[src/rtl/irrigacao_pkg.sv]
// Shared types, mode encodings and default timing for the irrigation sequencer.
package irrigacao_pkg;

  localparam int unsigned TIMER_W  = 8;
  localparam int unsigned CICLOS_W = 8;
  localparam int unsigned MODO_W   = 2;

  localparam int unsigned T_ABERTURA_DEF = 4;
  localparam int unsigned T_MIN_ON_DEF   = 8;
  localparam int unsigned T_PAUSA_DEF    = 6;
  localparam int unsigned T_TROCA_DEF    = 16;

  localparam logic [MODO_W-1:0] MODO_NENHUM = 2'b00;
  localparam logic [MODO_W-1:0] MODO_GOT    = 2'b01;
  localparam logic [MODO_W-1:0] MODO_ASP    = 2'b10;

  typedef enum logic [2:0] {
    REPOUSO   = 3'd0,
    ABERTURA  = 3'd1,
    IRRIGANDO = 3'd2,
    PAUSA     = 3'd3,
    BLOQUEIO  = 3'd4
  } estado_t;

  // 8-bit increment that sticks at 255
  function automatic logic [7:0] inc_sat8(input logic [7:0] v);
    return (v == 8'hFF) ? v : v + 8'd1;
  endfunction

endpackage

[src/rtl/sequenciador_irrigacao_divisor_display.sv]
// Free-running display-select toggle; a forced request overrides the output to 1.
module divisor_display
  import irrigacao_pkg::*;
#(
  parameter int unsigned T_TROCA = T_TROCA_DEF
) (
  input  logic clk,
  input  logic rst,
  input  logic forca,
  output logic sel
);

  localparam logic [7:0] LIM_TROCA = 8'(T_TROCA - 1);

  logic [7:0] cnt;
  logic       tog;
  logic       ultimo;
  logic       tog_next;

  assign ultimo   = (cnt == LIM_TROCA);
  assign tog_next = ultimo ? ~tog : tog;

  // forca is the next-cycle lockout, so sel lines up with the registered bloqueio
  always_ff @(posedge clk or posedge rst) begin
    if (rst) begin
      cnt <= '0;
      tog <= 1'b1;
      sel <= 1'b1;
    end else begin
      cnt <= ultimo ? '0 : cnt + 8'd1;
      tog <= tog_next;
      sel <= tog_next | forca;
    end
  end

endmodule

[src/rtl/sequenciador_irrigacao.sv]
// Irrigation sequencer: valve pre-open, pump run, cooldown and fault lockout.
module sequenciador_irrigacao
  import irrigacao_pkg::*;
#(
  parameter int unsigned T_ABERTURA = T_ABERTURA_DEF,
  parameter int unsigned T_MIN_ON   = T_MIN_ON_DEF,
  parameter int unsigned T_PAUSA    = T_PAUSA_DEF,
  parameter int unsigned T_TROCA    = T_TROCA_DEF
) (
  input  logic                clk,
  input  logic                rst,
  input  logic                gotejamento,
  input  logic                aspersao,
  input  logic                alarme,
  input  logic                erro,
  output logic                bomba,
  output logic                valv_got,
  output logic                valv_asp,
  output logic [MODO_W-1:0]   modo,
  output logic                ocupado,
  output logic                bloqueio,
  output logic                sel_display,
  output logic [CICLOS_W-1:0] ciclos
);

  localparam logic [TIMER_W-1:0] LIM_AB = TIMER_W'(T_ABERTURA - 1);
  localparam logic [TIMER_W-1:0] LIM_ON = TIMER_W'(T_MIN_ON - 1);
  localparam logic [TIMER_W-1:0] LIM_PA = TIMER_W'(T_PAUSA - 1);

  estado_t             state, state_next;
  logic [TIMER_W-1:0]  timer;
  logic [MODO_W-1:0]   modo_next;
  logic                falha;
  logic                pedido;
  logic                conta_ciclo;
  logic                bomba_next, valv_got_next, valv_asp_next;
  logic                ocupado_next, bloqueio_next;

  // State, timer, mode and completed-cycle counter
  always_ff @(posedge clk or posedge rst) begin
    if (rst) begin
      state  <= REPOUSO;
      timer  <= '0;
      modo   <= MODO_NENHUM;
      ciclos <= '0;
    end else begin
      state  <= state_next;
      timer  <= (state_next != state) ? '0 : inc_sat8(timer);
      modo   <= modo_next;
      if (conta_ciclo) ciclos <= inc_sat8(ciclos);
    end
  end

  // Next state, next mode and the output decode of the next state
  always_comb begin
    state_next    = state;
    modo_next     = modo;
    conta_ciclo   = 1'b0;
    falha         = alarme | erro;
    pedido        = (modo == MODO_ASP) ? aspersao : gotejamento;

    case (state)
      REPOUSO: begin
        if (falha) begin
          state_next = BLOQUEIO;
          modo_next  = MODO_NENHUM;
        end else if (aspersao) begin
          state_next = ABERTURA;
          modo_next  = MODO_ASP;
        end else if (gotejamento) begin
          state_next = ABERTURA;
          modo_next  = MODO_GOT;
        end
      end
      ABERTURA: begin
        if (falha) begin
          state_next = BLOQUEIO;
          modo_next  = MODO_NENHUM;
        end else if (timer == LIM_AB) begin
          state_next = IRRIGANDO;
        end
      end
      IRRIGANDO: begin
        if (falha) begin
          state_next = BLOQUEIO;
          modo_next  = MODO_NENHUM;
        end else if ((timer >= LIM_ON) && !pedido) begin
          state_next  = PAUSA;
          conta_ciclo = 1'b1;
        end
      end
      PAUSA: begin
        if (falha) begin
          state_next = BLOQUEIO;
          modo_next  = MODO_NENHUM;
        end else if (timer == LIM_PA) begin
          state_next = REPOUSO;
          modo_next  = MODO_NENHUM;
        end
      end
      BLOQUEIO: begin
        modo_next = MODO_NENHUM;
        if (!falha) state_next = PAUSA;
      end
      default: begin
        state_next = REPOUSO;
        modo_next  = MODO_NENHUM;
      end
    endcase

    bomba_next    = (state_next == IRRIGANDO);
    valv_got_next = ((state_next == ABERTURA) || (state_next == IRRIGANDO)) &&
                    (modo_next == MODO_GOT);
    valv_asp_next = ((state_next == ABERTURA) || (state_next == IRRIGANDO)) &&
                    (modo_next == MODO_ASP);
    ocupado_next  = (state_next != REPOUSO);
    bloqueio_next = (state_next == BLOQUEIO);
  end

  // Outputs registered from the next-state decode so they track state exactly
  always_ff @(posedge clk or posedge rst) begin
    if (rst) begin
      bomba    <= 1'b0;
      valv_got <= 1'b0;
      valv_asp <= 1'b0;
      ocupado  <= 1'b0;
      bloqueio <= 1'b0;
    end else begin
      bomba    <= bomba_next;
      valv_got <= valv_got_next;
      valv_asp <= valv_asp_next;
      ocupado  <= ocupado_next;
      bloqueio <= bloqueio_next;
    end
  end

  divisor_display #(
    .T_TROCA (T_TROCA)
  ) u_divisor (
    .clk   (clk),
    .rst   (rst),
    .forca (bloqueio_next),
    .sel   (sel_display)
  );

endmodule

[config.mk]
export PLATFORM = sky130hd
export DESIGN_NAME = sequenciador_irrigacao
export DESIGN_NICKNAME = d
export VERILOG_FILES = /design/src/rtl/irrigacao_pkg.sv /design/src/rtl/sequenciador_irrigacao_divisor_display.sv /design/src/rtl/sequenciador_irrigacao.sv
export SDC_FILE = /design/constraint.sdc
export NUM_CORES = 1
export LEC_CHECK = 0
export CORE_ASPECT_RATIO = 1.4
export CORE_UTILIZATION = 55
export DETAILED_ROUTE_END_ITERATION = 6
export PLACE_DENSITY = 0.88
export SETUP_SLACK_MARGIN = 0.2
export SYNTH_ARGS = -nofsm -noshare
export SYNTH_HDL_FRONTEND = slang
export SYNTH_HIERARCHICAL = 1
export SYNTH_SLANG_ARGS = --single-unit
[constraint.sdc]
create_clock -name clk -period 2.8 [get_ports clk]
set_input_delay 0.84 -clock clk [delete_from_list [all_inputs] [get_ports clk]]
set_output_delay 0.84 -clock clk [all_outputs]
set_load 0.005 [all_outputs]
==> flow_metrics.py, run 1 <==
metrics = {
    "detailed_routing": {
        "firstDrtPassIters": 4,
        "dr.first_iter.drc_count": 31,
        "wire_per_inst_um": 14.61,
        "dr_total_vias": 1418,
        "wl_mm": 3.638,
        "viasPerCell": 5.695,
        "antenna_left": 0,
        "route.detailed.drc": 0,
    },
    "setup_path": {
        "cp_cell_sequence": "clkdlybuf4s50_1 -> and3b_1 -> a2111oi_2 -> buf_4 -> and4_1 -> nand4_1 -> xnor2_1",
        "crit_fanout": 5,
        "r2r_end": "ocupado",
        "worst-path-buf-inv": 2,
        "cp_data_arrival_time_ns": 2.59,
        "cp-end-kind": "flop",
        "max_stage_delay_ns": 0.42,
        "r2r_setup_slack_ns": 0.65,
        "cpLargestDelayFamily": "buffers and inverters",
        "worst_setup_path_start_kind": "input port",
        "critical_path_required_ns": 3.00,
        "cp.depth": 7,
        "slowest_stage": "clkdlybuf4s50_1",
        "critical_path_class": "input port to flop",
        "reg2reg_from": "timer[3]",
        "r2r_cells": 5,
    },
    "clock_network": {
        "clkLatencyLatePin_ns": 0.29,
        "cts_max_level": 2,
        "cts_tree": "yes",
        "clockBufferDepth": 2,
        "clkTransAtPathRegs_ns": 0.07,
        "cts_resized": 0,
        "numCtsBuffers": 5,
        "cts_num_sinks": 36,
        "postCtsSetupBuffers": 0,
        "clk_root_buffer_cell": "clkbuf_8",
        "cts-hold-fix-buffers": 0,
    },
    "cells_and_area": {
        "layout_commonest_cell": "dfrtp_1",
        "syn2layout_area_growth_pct": 21.51,
        "drive_gt1_frac": 0.1143,
        "diodes": 0,
        "fin_nets": 219,
        "final_cell_mix": "dfrtp_1 (34), clkdlybuf4s50_1 (21), nor2_1 (19)",
    },
    "floorplanning": {
        "core_um2": 3153,
        "io_pins": 22,
        "initial_utilization": 0.5849,
        "die_y_um": 70.52,
        "die_x_um": 50.94,
        "dieArea_um2": 3592,
        "rows": 24,
    },
    "sta": {
        "layout_min_cycle_time_ns": 2.394,
        "setup_violations": 0,
        "hold_viol": 0,
        "period_share": 0.8549,
        "finClkSkew_ns": 0.005167,
        "rsz0062_at_grt": "no",
        "tightest_slew_ns": 0.4415,
        "tns_ns": 0,
        "timing.fmax_ghz": 0.4178,
        "max_slew_margin": 0.7026,
        "drv_slew": 0,
        "hold_ws_ns": 0.4647,
    },
    "job": {
        "drv_cap": 0,
    },
    "yosys": {
        "syn_area_per_cell_um2": 10.30,
        "yosysTopAreaCell": "dfrtp_1",
        "synth_edf_count": 0,
        "synthCells": 179,
        "yosysUniqueCellTypes": 47,
        "ys_warn_count": 6,
        "syn_nets": 189,
        "ys.flop_type": "dfrtp_1",
        "synth_area_leaders": "dfrtp_1 (46%), xor2_1 (4.3%), nor2_1 (3.9%)",
        "synth_seq_area_share": 0.4898,
        "synthArstFlopShare": 1.000,
        "ys_ff_latch": 36,
        "synth_top_area_share": 0.4613,
        "syn_area_um2": 1844,
    },
    "global_routing": {
        "grt_max_degree": 27,
        "grt_pass1_wl_mm": 6.299,
        "grt-ovfl-total": 0,
        "antenna_found_initial": 0,
        "grt_pass1_vias": 1465,
        "grtUsageTotal": 0.2326,
    },
    "hold_path": {
        "min_delay_worst_endpoint": "u_divisor/cnt[0]",
        "hold_start": "u_divisor/cnt[0]",
        "holdPathStages": 1,
        "holdCritPathClass": "flop to flop",
    },
    "placed_design": {
        "io_buffers": 21,
        "place_congestion": 0.8572,
        "dp_hpwl_mm": 2.794,
    },
    "pwr": {
        "p_leak_nw": 1.005,
        "power.density_nw_per_um2": 505.8,
        "peakVddDrop_v": 0.0003713,
    },
    "status": {
        "outcome": "finished clean",
    },
}
[worst max path at each step]
stage / end / from
2_1_floorplan: timer[6] / aspersao
6_report: ciclos[4] / aspersao
4_1_cts: ciclos[3] / aspersao
5_1_grt: ciclos[4] / aspersao
3_5_place_dp: ciclos[3] / aspersao
3_3_place_gp: ciclos[4] / aspersao
[registers in the layout, indices dropped and copies added, names as in the netlist]
register,flops
ciclos,8
timer,8
u_divisor/cnt,8
state,3
modo,2
bloqueio,1
bomba,1
ocupado,1
u_divisor/sel,1
u_divisor/tog,1
valv_asp,1
valv_got,1
[cell usage after synthesis (2+ instances only)]
cell and instances:
xor2_1 9, nand2b_1 3, nand4_1 6, dfrtp_1 34
and3_1 5, o21ai_0 4, and2_1 4, a211oi_1 2
and4_1 2, mux2i_1 2, ha_1 4, clkbuf_1 3
a21o_1 2, o2bb2ai_1 2, inv_1 5, or3_1 2
xnor2_1 7, dfstp_2 2, nor2b_1 2, nand3_1 12
a21oi_1 5, nor2_1 19, nor3_1 9, nand2_1 11
[through the flow]
step	worst slack (ns)	utilization	power (mW)	instances	area (um2)
3_3_place_gp	0.1901	0.6754	0.6935	241	2130
6_report	0.4063	0.7107	1.133	249	2241
5_1_grt	0.3340	0.7107	1.182	249	2241
2_1_floorplan	0.6568	-	0.6511	179	1844
4_1_cts	0.4057	0.7107	1.148	249	2241
3_5_place_dp	0.1037	0.6754	0.6995	241	2130
[report_power, final]
| group | total [mW] | internal (mW) | switching (mW) |
|---|---|---|---|
| sequential | 0.561 | 0.537 | 0.0246 |
| combinational | 0.128 | 0.0641 | 0.0634 |
| clock | 0.444 | 0.263 | 0.181 |
| total | 1.13 | 0.864 | 0.269 |
[worst reg2reg max path, cell delays in order, from the launching register on]
cell	delay, ns
dfrtp_1	0.43
or4_1	0.53
or3_4	0.40
a21o_1	0.20
a21oi_1	0.29
a21boi_0	0.17
[cell families after synthesis]
kind of cell	share of synthesized area
and+or+nand+nor	0.2822
DFF	0.4898
AOI/OAI and AO/OA	0.08888
xor gates and xnor gates	0.08481
buffers and inverters	0.01628
adders and majority gates	0.02714
muxes	0.01086
[layer usage]
layer	vias to the layer above	track usage	wire, um
met1	702	0.2507	1470
met4	0	0.09568	51
met2	17	0.4108	2022
met5	-	0	0
met3	7	0.06972	93
li1	692	-	-
[layout make-up]
cell class | count | area [um2]
well taps | 39 | 48.80
repair buffers | 26 | 247.7
flip-flops and latches | 36 | 903.4
inverters | 5 | 18.77
clock buffers | 5 | 68.82
multi-input cells | 135 | 910.9
fillers | 240 | 912.1
clock inverters | 3 | 42.54
Note: power is estimated with default switching activity, not from simulation.
==> inputs of run 2 (changes only) <==
--- a/config.mk
+++ b/config.mk
@@ -8,6 +8,7 @@
 export CORE_ASPECT_RATIO = 1.4
 export CORE_UTILIZATION = 55
 export DETAILED_ROUTE_END_ITERATION = 6
+export GPL_ROUTABILITY_DRIVEN = 0
 export PLACE_DENSITY = 0.88
 export SETUP_SLACK_MARGIN = 0.2
 export SYNTH_ARGS = -nofsm -noshare
==> results of run 2 <==
Same layout as run 1: the final DEF is identical, and so are final timing and power.
==> inputs of run 3 (changes only) <==
--- a/config.mk
+++ b/config.mk
@@ -10,6 +10,7 @@
 export DETAILED_ROUTE_END_ITERATION = 6
 export GPL_ROUTABILITY_DRIVEN = 0
 export PLACE_DENSITY = 0.88
+export RECOVER_POWER = 100
 export SETUP_SLACK_MARGIN = 0.2
 export SYNTH_ARGS = -nofsm -noshare
 export SYNTH_HDL_FRONTEND = slang
==> run 3 against run 2 <==
Effect of this change:
- global-route usage unchanged
- via count rose by 1.6%
- maximum frequency down 3.6%
- power shrank 0.80%
- worst setup slack got worse by 0.089 ns
- clock skew about the same
- sequential power barely moved
- non-clock buffer count did not move
- clock-buffer cell count unchanged
- combinational power decreased by 6%
- first-iteration DRC count is 13% higher
==> flow_metrics.py, run 3 (synthesis gave the netlist of run 1 again) <==
metrics = {
    "global_routing": {
        "grt_max_degree": 27,
        "grt_pass1_vias": 1465,
        "grt-ovfl-total": 0,
        "antenna_found_initial": 0,
        "grtUsageTotal": 0.2326,
        "grt_pass1_wl_mm": 6.299,
    },
    "clock_network": {
        "cts_max_level": 2,
        "cts_resized": 0,
        "cts-hold-fix-buffers": 0,
        "cts_tree": "yes",
        "clkTransAtPathRegs_ns": 0.07,
        "clkLatencyLatePin_ns": 0.28,
        "clockBufferDepth": 2,
        "clk_root_buffer_cell": "clkbuf_8",
        "cts_num_sinks": 36,
        "postCtsSetupBuffers": 0,
        "numCtsBuffers": 5,
    },
    "setup_path": {
        "worst_setup_path_start_kind": "input port",
        "cp-end-kind": "flop",
        "worst-path-buf-inv": 3,
        "slowest_stage": "clkdlybuf4s50_1",
        "critical_path_class": "input port to flop",
        "max_stage_delay_ns": 0.42,
        "crit_fanout": 8,
        "cp_common_cell": "clkbuf_1",
        "cp_cell_sequence": "clkdlybuf4s50_1 -> and3b_1 -> a2111oi_2 -> clkbuf_1 -> a21oi_1 -> o2bb2ai_1 -> clkbuf_1 -> nor3_1",
        "cp_data_arrival_time_ns": 2.64,
        "critical_path_required_ns": 2.96,
        "cpLargestDelayFamily": "buffers and inverters",
    },
    "pwr": {
        "combPwrFrac": 0.107,
        "power.total_mw": 1.124,
        "power.density_nw_per_um2": 509.7,
        "swShare": 0.2378,
        "p_clk_frac": 0.394,
        "p_leak_nw": 1.031,
        "p_sw_mw": 0.2674,
        "pwr-share-seq": 0.499,
        "peakVddDrop_v": 0.0003692,
        "power.internal_mw": 0.8570,
    },
    "detailed_routing": {
        "viasPerCell": 5.787,
        "route.detailed.drc": 0,
        "firstDrtPassIters": 4,
        "antenna_left": 0,
        "dr.first_iter.drc_count": 35,
        "wl_mm": 3.662,
        "wire_per_inst_um": 14.71,
        "dr_total_vias": 1441,
    },
    "sta": {
        "period_share": 0.8865,
        "rsz0062_at_grt": "no",
        "tightest_slew_ns": 0.8079,
        "finClkSkew_ns": 0.005527,
        "hold_viol": 0,
        "drv_slew": 0,
        "layout_min_cycle_time_ns": 2.482,
        "max_slew_margin": 0.4538,
        "timing.fmax_ghz": 0.4029,
        "setup_violations": 0,
        "tns_ns": 0,
    },
    "cells_and_area": {
        "fin_nets": 219,
        "layout_commonest_cell": "dfrtp_1",
        "final_cell_mix": "dfrtp_1 (34), nor2_1 (19), dlygate4sd3_1 (18)",
        "diodes": 0,
        "drive_gt1_frac": 0.08571,
        "reg_top3": "ciclos x8, timer x8, u_divisor/cnt x8",
        "syn2layout_area_growth_pct": 19.61,
    },
    "floorplanning": {
        "rows": 24,
        "die_y_um": 70.52,
        "io_pins": 22,
        "core_um2": 3153,
        "die_x_um": 50.94,
        "dieArea_um2": 3592,
        "initial_utilization": 0.5849,
    },
    "hold_path": {
        "holdCritPathClass": "flop to flop",
    },
    "job": {
        "drv_cap": 0,
    },
    "placed_design": {
        "dp_hpwl_mm": 2.794,
        "io_buffers": 21,
    },
    "status": {
        "outcome": "finished clean",
    },
}
-- run 3: cell types whose count changed in the layout (fill, tap and decap cells not counted) --
cell,before,now
clkdlybuf4s50_1,21,3
dlygate4sd3_1,0,18
and2_0,1,4
and2_1,4,1
buf_4,5,2
clkbuf_1,0,3
nor4b_1,1,3
and2b_1,0,1
and2b_4,1,0
nor4b_2,1,0
nor4b_4,1,0
-- run 3: layout make-up --
cell class / instances / area (um2)
clock buffers: 5 / 68.82
clock inverters: 3 / 42.54
fillers: 248 / 947.2
inverters: 5 / 18.77
multi-input cells: 135 / 887.1
flip-flops and latches: 36 / 903.4
well taps: 39 / 48.80
repair buffers: 26 / 236.5
-- run 3: worst reg2reg max path, cell delays in order, from the launching register on --
cell and delay [ns]:
dfrtp_1 0.51, nor4b_1 0.71, nand2_1 0.14, or3_1 0.40
a21oi_1 0.29, a21boi_0 0.16
-- run 3: power groups by stage --
stage	combinational (mW)	clock, mW	sequential (mW)
2_1_floorplan	0.0904	0	0.561
3_3_place_gp	0.124	0	0.570
3_5_place_dp	0.129	0	0.571
4_1_cts	0.130	0.458	0.561
5_1_grt	0.135	0.475	0.564
6_report	0.120	0.443	0.561
-- run 3: per-stage QoR --
stage	hold WS, ns	worst slack [ns]	std cells	instance area (um2)	utilization
floorplan	0.4302	0.6568	179	1844	-
global placement	0.4457	0.1901	241	2130	0.6754
detailed placement	0.4609	0.1037	241	2130	0.6754
CTS	0.4709	0.4057	249	2241	0.7107
global route	0.5017	0.2142	249	2206	0.6996
finish	0.4667	0.3177	249	2206	0.6996
-- run 3: layer usage --
layer  part of all wire  global-route usage  wire (um)  vias up
met1               0.40              0.2507       1475      724
met2               0.56              0.4108       2049       24
met3              0.028             0.06972        101        4
met4             0.0098             0.09568         36        0
met5                  0                   0          0        -
li1                   -                   -          -      689
-- run 3: path summary, 6_finish.rpt --
path	slack [ns]	to	depth (start not counted)	start
worst max-delay path	0.32	timer[6]	8	aspersao
worst min-delay path	0.47	u_divisor/cnt[0]	1	u_divisor/cnt[0]
worst max register to register	0.45	ocupado	5	state[0]
worst min register to register	0.47	u_divisor/cnt[0]	1	u_divisor/cnt[0]
max in group asynchronous	1.47	valv_asp	3	rst
min in group asynchronous	0.98	u_divisor/cnt[2]	2	rst
